<file path="src/rtl/inst_decode_pipe.sv">
// inst_decode_pipe: elastic RV32I decode stage.
// A combinational decoder feeds a CYCLE_NUM-deep register chain, each stage
// with its own valid bit; the last stage drives every output. The chain
// collapses bubbles, so it sustains one instruction per cycle and absorbs
// downstream backpressure without dropping anything.
// Optional feature: define INST_DECODE_MEXT_EN to decode RV32M (OP, f7=0000001).
module inst_decode_pipe #(
  parameter int cXLEN     = 32,  // only 32 is meaningful
  parameter int CYCLE_NUM = 2    // 1..4 register stages
) (
  input  logic             iClk,
  input  logic             iRst,
  input  logic [cXLEN-1:0] iInst,
  input  logic [cXLEN-1:0] iCurPC,
  input  logic             iInstValid,
  output logic             oInstReady,
  input  logic             iFlushPipe,
  output logic             oDecValid,
  input  logic             iDecReady,
  output logic [4:0]       oRs1Addr,
  output logic [4:0]       oRs2Addr,
  output logic [4:0]       oRdAddr,
  output logic [2:0]       oF3,
  output logic [6:0]       oF7,
  output logic [6:0]       oOpcode,
  output logic [cXLEN-1:0] oImm,
  output logic [cXLEN-1:0] oCurPc,
  output logic             oLoad,
  output logic             oStore,
  output logic             oBrOp,
  output logic             oIllegal,
  output logic [4:0]       oAritType,
  output logic             oOpRs1,
  output logic             oOpRs2,
  output logic             oOpImm,
  output logic             oOpPc
);

  localparam int LAST = CYCLE_NUM - 1;

  typedef enum logic [6:0] {
    OPC_LOAD   = 7'b0000011,
    OPC_OPIMM  = 7'b0010011,
    OPC_AUIPC  = 7'b0010111,
    OPC_STORE  = 7'b0100011,
    OPC_OP     = 7'b0110011,
    OPC_LUI    = 7'b0110111,
    OPC_BRANCH = 7'b1100011,
    OPC_JALR   = 7'b1100111,
    OPC_JAL    = 7'b1101111
  } opcode_e;

  typedef struct packed {
    logic [4:0]       rs1;
    logic [4:0]       rs2;
    logic [4:0]       rd;
    logic [2:0]       f3;
    logic [6:0]       f7;
    logic [6:0]       opcode;
    logic [cXLEN-1:0] imm;
    logic [cXLEN-1:0] pc;
    logic             load;
    logic             store;
    logic             br;
    logic             illegal;
    logic [4:0]       arit;
    logic             op_rs1;
    logic             op_rs2;
    logic             op_imm;
    logic             op_pc;
  } dec_t;

  // Immediate formats, all sign-extended from bit 31.
  logic [cXLEN-1:0] imm_i, imm_s, imm_b, imm_u, imm_j;
  assign imm_i = {{(cXLEN-12){iInst[31]}}, iInst[31:20]};
  assign imm_s = {{(cXLEN-12){iInst[31]}}, iInst[31:25], iInst[11:7]};
  assign imm_b = {{(cXLEN-13){iInst[31]}}, iInst[31], iInst[7], iInst[30:25], iInst[11:8], 1'b0};
  assign imm_u = {iInst[31:12], 12'b0};
  assign imm_j = {{(cXLEN-21){iInst[31]}}, iInst[31], iInst[19:12], iInst[20], iInst[30:21], 1'b0};

  dec_t dec_w;

  // Combinational decode of the offered instruction word.
  always_comb begin
    // NOTE: every field gets a default before the case so no latch is inferred.
    dec_w        = '0;
    dec_w.rs1    = iInst[19:15];
    dec_w.rs2    = iInst[24:20];
    dec_w.rd     = iInst[11:7];
    dec_w.f3     = iInst[14:12];
    dec_w.f7     = iInst[31:25];
    dec_w.opcode = iInst[6:0];
    dec_w.pc     = iCurPC;
    case (iInst[6:0])
      OPC_OP: begin
        if (iInst[31:25] == 7'b0000000 || iInst[31:25] == 7'b0100000) begin
          dec_w.op_rs1 = 1'b1;
          dec_w.op_rs2 = 1'b1;
          dec_w.arit   = {1'b0, iInst[30], iInst[14:12]};
`ifdef INST_DECODE_MEXT_EN
        end else if (iInst[31:25] == 7'b0000001) begin
          dec_w.op_rs1 = 1'b1;
          dec_w.op_rs2 = 1'b1;
          dec_w.arit   = {1'b1, 1'b0, iInst[14:12]};
`endif
        end else begin
          dec_w.illegal = 1'b1;
        end
      end
      OPC_OPIMM: begin
        dec_w.imm    = imm_i;
        dec_w.op_rs1 = 1'b1;
        dec_w.op_imm = 1'b1;
        // Only SRAI/SRLI use f7[5] as an operation selector.
        dec_w.arit   = {1'b0, (iInst[14:12] == 3'b101) & iInst[30], iInst[14:12]};
      end
      OPC_LOAD: begin
        dec_w.imm    = imm_i;
        dec_w.op_rs1 = 1'b1;
        dec_w.op_imm = 1'b1;
        dec_w.load   = 1'b1;
      end
      OPC_JALR: begin
        dec_w.imm    = imm_i;
        dec_w.op_rs1 = 1'b1;
        dec_w.op_imm = 1'b1;
        dec_w.br     = 1'b1;
      end
      OPC_STORE: begin
        dec_w.imm    = imm_s;
        dec_w.op_rs1 = 1'b1;
        dec_w.op_imm = 1'b1;
        dec_w.store  = 1'b1;
      end
      OPC_BRANCH: begin
        dec_w.imm    = imm_b;
        dec_w.op_rs1 = 1'b1;
        dec_w.op_rs2 = 1'b1;
        dec_w.br     = 1'b1;
      end
      OPC_LUI: begin
        dec_w.imm    = imm_u;
        dec_w.op_imm = 1'b1;
      end
      OPC_AUIPC: begin
        dec_w.imm    = imm_u;
        dec_w.op_pc  = 1'b1;
        dec_w.op_imm = 1'b1;
      end
      OPC_JAL: begin
        dec_w.imm    = imm_j;
        dec_w.op_pc  = 1'b1;
        dec_w.br     = 1'b1;
      end
      default: dec_w.illegal = 1'b1;
    endcase
  end

  dec_t                 stage_q [CYCLE_NUM];
  logic [CYCLE_NUM-1:0] vld_q;
  logic [CYCLE_NUM-1:0] adv;
  logic [CYCLE_NUM-1:0] in_vld;
  dec_t                 in_dat  [CYCLE_NUM];

  // Advance chain: a stage moves when it is empty or its successor moves.
  always_comb begin
    logic nxt;
    nxt       = !vld_q[LAST] || iDecReady;
    adv       = '0;
    adv[LAST] = nxt;
    for (int k = CYCLE_NUM - 2; k >= 0; k--) begin
      nxt    = !vld_q[k] || nxt;
      adv[k] = nxt;
    end
  end

  // Per-stage input: stage 0 takes the decoder, later stages their predecessor.
  always_comb begin
    in_vld[0] = iInstValid;
    in_dat[0] = dec_w;
    for (int k = 1; k < CYCLE_NUM; k++) begin
      in_vld[k] = vld_q[k-1];
      in_dat[k] = stage_q[k-1];
    end
  end

  // Stage registers: flush clears valids, data loads only on a valid advance.
  always_ff @(posedge iClk) begin
    if (!iRst) begin
      vld_q <= '0;
      // NOTE: data stages are reset too, since the outputs must read 0 after reset.
      for (int k = 0; k < CYCLE_NUM; k++) stage_q[k] <= '0;
    end else begin
      for (int k = 0; k < CYCLE_NUM; k++) begin
        // NOTE: state uses non-blocking assignment so every stage sees pre-edge values.
        if (iFlushPipe)  vld_q[k] <= 1'b0;
        else if (adv[k]) vld_q[k] <= in_vld[k];
        if (adv[k] && in_vld[k]) stage_q[k] <= in_dat[k];
      end
    end
  end

  assign oInstReady = adv[0] || iFlushPipe;
  assign oDecValid  = vld_q[LAST];
  assign oRs1Addr   = stage_q[LAST].rs1;
  assign oRs2Addr   = stage_q[LAST].rs2;
  assign oRdAddr    = stage_q[LAST].rd;
  assign oF3        = stage_q[LAST].f3;
  assign oF7        = stage_q[LAST].f7;
  assign oOpcode    = stage_q[LAST].opcode;
  assign oImm       = stage_q[LAST].imm;
  assign oCurPc     = stage_q[LAST].pc;
  assign oLoad      = stage_q[LAST].load;
  assign oStore     = stage_q[LAST].store;
  assign oBrOp      = stage_q[LAST].br;
  assign oIllegal   = stage_q[LAST].illegal;
  assign oAritType  = stage_q[LAST].arit;
  assign oOpRs1     = stage_q[LAST].op_rs1;
  assign oOpRs2     = stage_q[LAST].op_rs2;
  assign oOpImm     = stage_q[LAST].op_imm;
  assign oOpPc      = stage_q[LAST].op_pc;

endmodule

</file>
<file path="config.mk">
export PLATFORM = sky130hd
export DESIGN_NAME = inst_decode_pipe
export DESIGN_NICKNAME = d
export VERILOG_FILES = /design/src/rtl/inst_decode_pipe.sv
export SDC_FILE = /design/constraint.sdc
export NUM_CORES = 1
export LEC_CHECK = 0
export CORE_MARGIN = 5
export CORE_UTILIZATION = 46
export CTS_CLUSTER_SIZE = 8
export DETAILED_ROUTE_END_ITERATION = 10
export PLACE_DENSITY = 0.76
export SLEW_MARGIN = 20
export SYNTH_ARGS = -nofsm -noshare
export SYNTH_HDL_FRONTEND = slang
export SYNTH_SLANG_ARGS = --single-unit
</file>
<file path="constraint.sdc">
create_clock -name iClk -period 4.04 [get_ports iClk]
set_input_delay 0.808 -clock iClk [delete_from_list [all_inputs] [get_ports iClk]]
set_output_delay 0.808 -clock iClk [all_outputs]
set_load 0.005 [all_outputs]
</file>
==> summary.md <==
| Metric | Value |
|---|---|
| Synth Area in Adders | `0%` |
| CTS Buf Count | `31` |
| Cells after Synth | `556` |
| Setup bufs post-CTS | `0` |
| GRT busiest layer | `met2` |
| Crit Path Class | `in2out` |
| Die Ht | `147 um` |
| RePlAce Congestion | `0.826` |
| YS warnings | `0` |
| Post-CTS sizing | `0` |
| Crit path to | `oInstReady` |
| Initial Utilization | `46.3%` |
| Largest cells by area after synthesis | `edfxtp_1 76%, and2_1 12%, a21oi_1 1.3%` |
| CTS tree | `done` |
| XOR/XNOR share of the synthesized area | `0.102%` |
| Wire per inst | `18.3 um` |
| Share of cells above drive strength 1 | `8.86%` |
| Crit Path Max Fanout | `5` |
| Met1 usage | `22.0%` |
| DRT Pass-1 Iters | `5` |
| Total vias in the final route | `4954` |
| Finished Cell Area | `11500 um^2` |
| Antenna violations before repair | `0` |
| Maximum vdd drop | `0.000302 V` |
| Global-route usage over all layers | `16.6%` |
| Worst R2R Setup Slack | `2.08 ns` |
| Multi-input gate area | `1890 um^2` |
| Slew at the pin with the worst max-slew slack | `0.767 ns` |
| Seq/Total Area, Yosys | `76.1%` |
| Clock sink total | `218` |
| Worst EP required | `3.23 ns` |
| Reg2reg start | `vld_q[1]` |
| Most common cell in the netlist | `edfxtp_1` |
| Die width | `147 um` |
| Worst-skew pair later-pin latency | `0.52 ns` |
| Worst Path Arrival | `2.28 ns` |
| Launch point of the critical path | `iDecReady` |
| Largest net degree at the start of global routing | `84` |
| Cell Area, Placed | `10600 um^2` |
| N_diodes | `0` |
| Ys flop type | `edfxtp_1` |
| Clock skew | `0.0125 ns` |
| Status | `complete, no violations` |
| Post-layout minimum cycle time | `3.08 ns` |
| Reg area | `6530 um^2` |
| Synth Cell Area | `8570 um^2` |
| Unrepaired setup endpoints after global routing | `false` |
| Clock Pin Slew Worst Setup and Hold Paths | `0.05 ns` |
| Slew Limit Fails | `0` |
| Setup-failing EPs final | `0` |
| First-pass GRT wire length | `28300 um` |
| Post-DRT Antenna Nets | `0` |
| FMAX | `324 MHz` |
| Pleak | `0.00421 uW` |
| Filler cell count | `1343` |
| Combinational family with the most area after synthesis | `simple AND/OR/NAND/NOR gates` |
| Final-report hold violation count | `0` |
| Slew headroom | `48.9%` |
| Cell variety after synth | `44` |
| Post-route setup TNS | `0 ns` |
| Cell taking the most area after synthesis | `edfxtp_1` |
| PwrDens | `464 nW/um^2` |
| Crit end category | `output port` |
| Drt drc | `0` |
| Synth Area in Compound Gates | `4.18%` |
| R2r endpoint | `stage_q[0][131]` |
| Area delta synth->final | `33.6%` |
| Hpwl dp | `12300 um` |
| Worst setup SP type | `primary input` |
| Area share of the largest cell type after synthesis | `75.7%` |
| # IOs | `180` |
| Hold-fix buffers, CTS | `0` |
| Total gr overflow | `0` |
| GR Layer Usage met2 | `26.9%` |
| Post-synthesis area per instance | `15.4 um^2` |
| Hold Crit Depth | `1` |
| Vias per cell | `5.00` |
| Multiplexer share of the synthesized area | `0%` |
| Yosys reg bits | `218` |
| WL final | `18200 um` |
| Core area | `18500 um^2` |
| FP Rows | `50` |
| Worst hold-check path type | `reg2reg` |
| Post-synth EDFFs | `216` |
| Layout Nets | `814` |
| CTS root buf | `clkbuf_16` |
| Iteration-0 DRC Markers | `547` |
| DIE AREA | `21500 um^2` |
| Synth cell count leaders | `216 x edfxtp_1, 170 x and2_1, 23 x clkbuf_1` |
| Post-synthesis net count | `625` |
| Worst Reg-to-Reg Cells | `4` |
| Max Cap Viol | `0` |
| Max Root-Sink Buffers | `3` |
| Vias in the first global route | `5020` |
| Synth async-reset ratio | `0%` |
| Port buffer count | `178` |
| GR Util met3 | `4.69%` |
| Synth Area in Simple Gates | `17.4%` |
| Final period utilization | `76.3%` |
| Htree depth | `1` |
-- cells by family (layout without fill, tap and decap cells) --
kind of cell | after synthesis | in the layout
simple gates | 241 | 241
flops | 218 | 218
compound gates | 56 | 56
buf+inv | 39 | 239
other cells | 1 | 1
xor+xnor | 1 | 1
-- metrics by stage --
stage | hold WS [ns] | power (uW) | std cells | utilization (%) | setup WS (ns)
floorplan | 0.495 | 2860 | 556 | - | 0.208
global placement | 0.501 | 3110 | 945 | 57.3 | 0.897
detailed placement | 0.501 | 3130 | 945 | 57.3 | 0.626
CTS | 0.513 | 5370 | 989 | 61.8 | 0.932
global route | 0.528 | 5510 | 990 | 61.8 | 0.855
finish | 0.513 | 5310 | 990 | 61.8 | 0.956
-- cell usage in the layout, fill, tap and decap left out, types with 2 or more instances in the layout --
master / count
nor3_1: 3
and3_1: 8
o21ai_0: 11
nand3b_1: 4
edfxtp_1: 216
a22oi_1: 4
o21ai_1: 2
clkdlybuf4s50_1: 178
and2_1: 170
or2_2: 3
a21oi_2: 9
buf_12: 2
clkbuf_16: 31
nor2_1: 16
nand2_1: 16
buf_4: 5
a21oi_1: 22
nor4_1: 4
inv_1: 9
a31oi_1: 2
nand2_4: 2
dfxtp_1: 2
clkbuf_1: 11
-- registers in the layout, summed over array words and instances (netlist names) --
name     cells
stage_q    216
vld_q        2
-- cell type report --
| class | count | share of cell area [%] |
|---|---|---|
| Multi-Input combinational cell | 299 | 16.5 |
| Sequential cell | 218 | 57.0 |
| Tap cell | 234 | 2.56 |
| Timing Repair Buffer | 186 | 16.3 |
| Clock inverter | 2 | 0.153 |
| Inverter | 9 | 0.295 |
| Clock buffer | 42 | 7.13 |
-- power breakdown --
part	switching, uW	leakage, uW	internal, uW
registers	38.3	0.00233	2640
clock network	855	0.000404	1380
logic	180	0.00147	221
-- worst min path at each step --
stage	slack (ns)	end	startpoint
2_1_floorplan	0.49	vld_q[1]	vld_q[0]
3_3_place_gp	0.50	stage_q[0][137]	stage_q[0][28]
3_5_place_dp	0.50	stage_q[0][123]	stage_q[0][14]
4_1_cts	0.51	stage_q[0][123]	stage_q[0][14]
5_1_grt	0.53	stage_q[0][138]	stage_q[0][29]
6_report	0.51	stage_q[0][123]	stage_q[0][14]
-- layer usage --
layer / vias to the layer above / wire, um
met5: - / 0
met4: 0 / 421
met3: 34 / 1490
met2: 217 / 8710
met1: 2350 / 7540
li1: 2353 / -
-- critical path: stages --
cell and delay (ns):
clkdlybuf4s50_1 0.43, nand3b_1 0.26, or2_2 0.32, clkdlybuf4s50_1 0.45
Power figures use the tool's default switching activity.
